[config.mk]
export PLATFORM = sky130hd
export DESIGN_NAME = pw_conv_post_process
export DESIGN_NICKNAME = d
export VERILOG_FILES = /design/src/rtl/pw_conv_post_process.sv
export SDC_FILE = /design/constraint.sdc
export NUM_CORES = 1
export LEC_CHECK = 0
export CAP_MARGIN = 10
export CORE_UTILIZATION = 44
export DETAILED_ROUTE_END_ITERATION = 6
export PLACE_DENSITY = 0.83
export SLEW_MARGIN = 40
export SYNTH_ARGS = -nofsm -noshare
export SYNTH_HDL_FRONTEND = slang
export SYNTH_SLANG_ARGS = --single-unit
[constraint.sdc]
create_clock -name clk -period 3.3 [get_ports clk]
set_clock_uncertainty 0.1 [all_clocks]
set_input_delay 0.825 -clock clk [delete_from_list [all_inputs] [get_ports clk]]
set_output_delay 0.825 -clock clk [all_outputs]
set_load 0.05 [all_outputs]
[src/rtl/pw_conv_post_process.sv]
// pw_conv_post_process
// Reassembles lower/upper half-vector beats from the pointwise-conv
// time-multiplexing stage into full-width channel words behind a registered
// valid/ready output.
// Optional build macro: PW_POST_PHASE_CHECK_EN enables in_half tag checking
// with sync_err pulse and saturating err_cnt; without it in_half is ignored.
module pw_conv_post_process #(
    parameter int DATA_WIDTH  = 8,
    parameter int IN_CHANNEL  = 9,
    parameter int OUT_CHANNEL = 18,
    parameter int HALF_WIDTH  = DATA_WIDTH * IN_CHANNEL,
    parameter int FULL_WIDTH  = DATA_WIDTH * OUT_CHANNEL
) (
    input  logic                  clk,
    input  logic                  rstn,
    input  logic                  clear,
    input  logic                  in_valid,
    output logic                  in_ready,
    input  logic                  in_half,
    input  logic [HALF_WIDTH-1:0] in_data,
    output logic                  out_valid,
    input  logic                  out_ready,
    output logic [FULL_WIDTH-1:0] out_data,
    output logic                  sync_err,
    output logic [7:0]            err_cnt
);

    if (OUT_CHANNEL != 2 * IN_CHANNEL) begin : g_bad_width
        $error("pw_conv_post_process: OUT_CHANNEL must equal 2*IN_CHANNEL");
    end

    typedef enum logic {LOW_WAIT, HIGH_WAIT} state_t;

    state_t                state, state_nxt;
    logic [HALF_WIDTH-1:0] lo_reg;
    logic                  accept;
    logic                  mismatch;
    logic                  lo_load;
    logic                  word_load;

    // State register
    always_ff @(posedge clk or negedge rstn) begin
        if (!rstn) state <= LOW_WAIT;
        else       state <= state_nxt;
    end

    // Handshake, tag check and next-state decode
    always_comb begin
        state_nxt = state;
        lo_load   = 1'b0;
        word_load = 1'b0;
        mismatch  = 1'b0;
        in_ready  = (state == LOW_WAIT) ? 1'b1 : (!out_valid || out_ready);
        accept    = in_valid && in_ready && !clear;
`ifdef PW_POST_PHASE_CHECK_EN
        mismatch  = accept && ((state == LOW_WAIT) ? in_half : !in_half);
`endif
        if (clear) begin
            state_nxt = LOW_WAIT;
        end else if (accept && !mismatch) begin
            if (state == LOW_WAIT) begin
                lo_load   = 1'b1;
                state_nxt = HIGH_WAIT;
            end else begin
                word_load = 1'b1;
                state_nxt = LOW_WAIT;
            end
        end else if (mismatch && state == HIGH_WAIT) begin
            // Lower-tagged beat while waiting for upper: resync on it.
            lo_load = 1'b1;
        end
    end

    // Lower-half holding register and registered output word
    always_ff @(posedge clk or negedge rstn) begin
        if (!rstn) begin
            lo_reg    <= '0;
            out_data  <= '0;
            out_valid <= 1'b0;
        end else if (clear) begin
            out_valid <= 1'b0;
        end else begin
            if (lo_load) lo_reg <= in_data;
            if (word_load) begin
                out_data  <= {in_data, lo_reg};
                out_valid <= 1'b1;
            end else if (out_ready) begin
                out_valid <= 1'b0;
            end
        end
    end

`ifdef PW_POST_PHASE_CHECK_EN
    // Tag-mismatch pulse and saturating error counter
    always_ff @(posedge clk or negedge rstn) begin
        if (!rstn) begin
            sync_err <= 1'b0;
            err_cnt  <= '0;
        end else if (clear) begin
            sync_err <= 1'b0;
            err_cnt  <= '0;
        end else begin
            sync_err <= mismatch;
            if (mismatch && err_cnt != '1) err_cnt <= err_cnt + 8'd1;
        end
    end
`else
    logic unused_half;
    assign unused_half = in_half;
    assign sync_err    = 1'b0;
    assign err_cnt     = '0;
`endif

endmodule

Yosys cells after proc, flatten, opt, wreduce, memory -nomap -nowiden. Index checks and enable logic that the tools add are counted. W data, S select, Z words.

Bits in registers: 218. Input port bits: 78. Output and inout port bits: 155.

Mux-type cells: 12. Bitwise gates (word level): 1. Reduce and logical (&&, ||, !) cells: 9.

Operators by type and width (number): $mux W1 (12); $reduce_and A2 Y1 (2); $reduce_bool A3 Y1 (1); $logic_and A1 B1 Y1 (2); $logic_not A1 Y1 (2); $reduce_bool A2 Y1 (1); $logic_or A1 B1 Y1 (1); $not A1 Y1 (1).

Depth between registers and ports, before layout.
Word-level depth: 9. Mapped depth: 6. Depth with buffers taken out: 3.

Worst setup path after synthesis. No wires, ideal clock.

Kind: input -> output. Start: in out_ready. End: out in_ready. Arrival time: 1283 ps. Data required time: 2375 ps. Setup slack: 1092 ps. Stages: 1. Path buffers: 0. Cells stage by stage: nand3b_1.

Longest elaborated chain between the ends: 2.

Ends and longest elaborated chain: from (decl) (RTL line 22) `input logic out_ready,`; $logic_or A1 B1 Y1 (RTL line 53) `in_ready = (state == LOW_WAIT) ? 1'b1 : (!out_valid || out_ready);`; $mux W1 (RTL line 53); to (decl) (RTL line 18) `output logic in_ready,`.

No other way between the ends.

Worst setup path in the final report.
Start: reg out_valid. End: out out_valid.

RTL lines: from (decl) (RTL line 21) `output logic out_valid,`; from (signal assigned) (RTL line 79) `out_valid <= 1'b0;`; from (signal assigned) (RTL line 81) `out_valid <= 1'b0;`; from (signal assigned) (RTL line 86) `out_valid <= 1'b1;`.

No word-level cell between the ends.

==> results list <==
- After detailed routing, the number of vias per cell comes to 4.96.
- The first global-routing pass estimated 28000 µm of wire.
- Setup violators final: 0
- Post-route DRC violation count: 0
- Leakage Power: 5.10 nW
* TritonCTS Buffers: 23
* Cells along the critical path: clkdlybuf4s50_1
- Detailed-placement wirelength estimate: 11600 µm
- Area growth syn-to-layout: 38.0%
- At the end of routability-driven placement, the weighted congestion stood at 0.743.
* Synthesized instance count: 476
* Post-synth top area cell: sky130_fd_sc_hd__dfrtp_1
- The clock network accounts for 23.1% of the total power.
- The clock passes through at most 3 buffers.
* Endpoint class of the critical path: output port
- The share of the Yosys chip area taken by registers is 65.2%.
* Library cell used as clock root buffer: sky130_fd_sc_hd__clkbuf_16
- Quantity of gates resized following cts: 0
- Net switching is 38.4% of the power.
- Met2 track utilization from global routing: 30.8%
* Crit path DAT: 1.70 ns
* Via count of the routed design: 4734
- Share of the clock period used by the worst path: 79.7%
- The smallest clock period supported by the final layout is computed as 2.63 ns.
* DRC marker count from the first detailed-route iteration: 128
- Once the floorplan was initialized, standard cells occupied 44.7% of the core.
- Die footprint: 19600 µm²
- On the worst path, the slowest cell contributes a delay of 0.84 ns.
- Buffer count from post-CTS setup fixing: 0
- IR analysis of the VDD net gives a maximum drop of 0.710 mV.
- In the final design database the tool counted 783 nets.
- The completed layout was analyzed and its total power is 10.8 mW.
- For this run, the number of Yosys warnings is 0.
- The routed design has 17000 µm of wire.
- In this run the register-to-register setup slack is 1.47 ns.
* Overflow after GRT: 0
- In the final layout, the share of cells above drive strength 1 is 35.9%.
* Clk_lat worst skew: 0.51 ns
- Post-synthesis instance area: 8370 µm²
* Met1 Track Usage GR: 20.8%
* Total negative slack for setup checks: 0 ns
* Instance count after placement with tap cells included: 914
- PwrDens: 937 nW/µm²
- Data on the critical path is required at its endpoint by 2.37 ns.
- The share of synthesized area in the top cell type comes to 65.2%.
- Based on the critical path, the design can be clocked at up to 0.380 GHz.
- Worst setup SP type: flip-flop
- Height of the die: 140 µm
- Core Region: 18700 µm²
- Synth Register Bits: 218
- Number of input and output port buffers inserted: 222
- Maximum level of the CTS H-tree: 1
* Total GRT Usage: 17.6%
* Final hold violation count: 0
- The pre-antenna-repair detailed-routing pass consisted of 4 iterations.
- Unrepaired setup endpoints after global routing: false
- Actual slew at the worst max-slew pin: 0.552 ns
- Average instance area after synthesis: 17.6 µm²
* Max Fanout on Critical Path: 3
* CTS sink cnt: 218
- In this run the count of I/O pins placed on the die edge is 233.
- The register with the most flip-flops in the layout has 144 of them.
- Summed over all nets, the switching power comes to 4.16 mW.
* Placement Rows: 50
- Final Max Slew Viols: 0
* Part of the total power dissipated in sequential elements: 35.5%
- Top post-synthesis cells by area: sky130_fd_sc_hd__dfrtp_1, sky130_fd_sc_hd__mux2_2, sky130_fd_sc_hd__mux2_4
- Cell family with the largest share of critical-path delay: buffers and inverters
- TritonCTS built the clock tree.
* GR peak layer: met2
* CP bufs+invs: 1
- The setup path with the least slack is of type flip-flop to output port.
- DR WL/cell: 17.8 µm
* Via count of the first global-routing pass: 5306
- The internal portion of the total power is 6.67 mW.
- Residual antenna-violating net count after detailed routing: 0
- Pin count of the biggest net entering global routing: 76
- Slew margin rel.: 63.1%
- Clock-pin slew on the worst setup and hold paths: 0.06 ns
- Met3 routing resource usage after global routing: 4.65%
* Die X-Extent: 140 µm
* Type of the tightest min-delay check: input pin to async pin
- The share of total power dissipated in combinational logic is 41.4%.
- Antenna violations before repair: 0
- The number of hold buffers added after CTS was 0.
* Final std cells w/o fill: 955
- Crit path max-delay cell type: sky130_fd_sc_hd__clkdlybuf4s50_1
* Max cap viols: 0
* Number of distinct library cells after synthesis: 15
- Final antenna diode count: 0
- Outcome: finished, final reports clean
-- worst register-to-register path, cell delays in order (launching register included) --
cell	delay, ns
sky130_fd_sc_hd__dfrtp_1	0.37
sky130_fd_sc_hd__nand2b_1	0.10
sky130_fd_sc_hd__nand4b_1	0.24
sky130_fd_sc_hd__buf_12	0.42
sky130_fd_sc_hd__mux2_2	0.48
-- through the flow --
stage               hold slack [ns]  cell area, µm²  setup slack [ns]  util (%)
floorplan                     0.377            8400              1.09         -
global placement              0.382           10800             0.602      57.8
detailed placement            0.390           10800             0.512      57.8
CTS                           0.231           11600             0.642      61.8
global route                  0.251           11600             0.613      61.8
finish                        0.230           11600             0.670      61.8
-- kinds of logic after synthesis --
group | Yosys count | synth area share [%]
flops | 218 | 65.2
mux | 216 | 31.3
buf+inv | 33 | 2.93
simple gates | 7 | 0.538
compound gates | 1 | 0.0597
other cells | 1 | 0.0448
-- final cells by class --
type	instances	area, µm²
multi-input cells	233	2710
flip-flops and latches	218	5460
clock inverters	3	46.3
repair buffers	229	2350
clock buffers	38	702
well taps	234	293
fillers	1352	7150
-- cell usage in the layout, fill, tap and decap left out, types with 2 or more instances in the layout --
cell type                           n
sky130_fd_sc_hd__buf_12             6
sky130_fd_sc_hd__buf_4              2
sky130_fd_sc_hd__clkbuf_1           8
sky130_fd_sc_hd__clkbuf_16         23
sky130_fd_sc_hd__clkbuf_8           8
sky130_fd_sc_hd__clkdlybuf4s50_1  220
sky130_fd_sc_hd__conb_1             9
sky130_fd_sc_hd__dfrtp_1          218
sky130_fd_sc_hd__mux2_2           167
sky130_fd_sc_hd__mux2_4            49
-- cells in the mapped netlist (all sizes together) --
cell / instances
nand4b: 1
mux2: 216
dfrtp: 218
and3: 1
o21ai: 1
nand2b: 1
nor2: 1
nor3b: 1
nor3: 1
nand3b: 1
buf: 33
conb: 1
-- per-layer routing --
metal	share of wire [%]	up-vias
li1	-	2123
met1	39	2400
met3	6.5	43
met2	51	168
met4	3.1	0
met5	0	-
-- final timing paths --
path | depth (start not counted) | startpoint | end
max in group asynchronous | 2 | rstn | out_data[98]$_DFFE_PN0P_
setup reg to reg | 4 | out_valid$_DFFE_PN0P_ | out_data[6]$_DFFE_PN0P_
hold / removal | 1 | rstn | out_data[20]$_DFFE_PN0P_
hold reg to reg | 1 | lo_reg[30]$_DFFE_PN0P_ | out_data[30]$_DFFE_PN0P_
min in group clk | 1 | lo_reg[30]$_DFFE_PN0P_ | out_data[30]$_DFFE_PN0P_
setup / recovery | 1 | out_valid$_DFFE_PN0P_ | out_valid
-- power by group through the flow --
stage	Clock (mW)	Sequential [mW]	Combinational, mW
3_3_place_gp	0	3.82	4.43
3_5_place_dp	0	3.89	4.49
4_1_cts	2.57	3.86	4.51
6_report	2.51	3.84	4.48
5_1_grt	2.69	3.93	4.64
2_1_floorplan	0	5.89	0.857
Note: power is estimated with default switching activity, not from simulation.
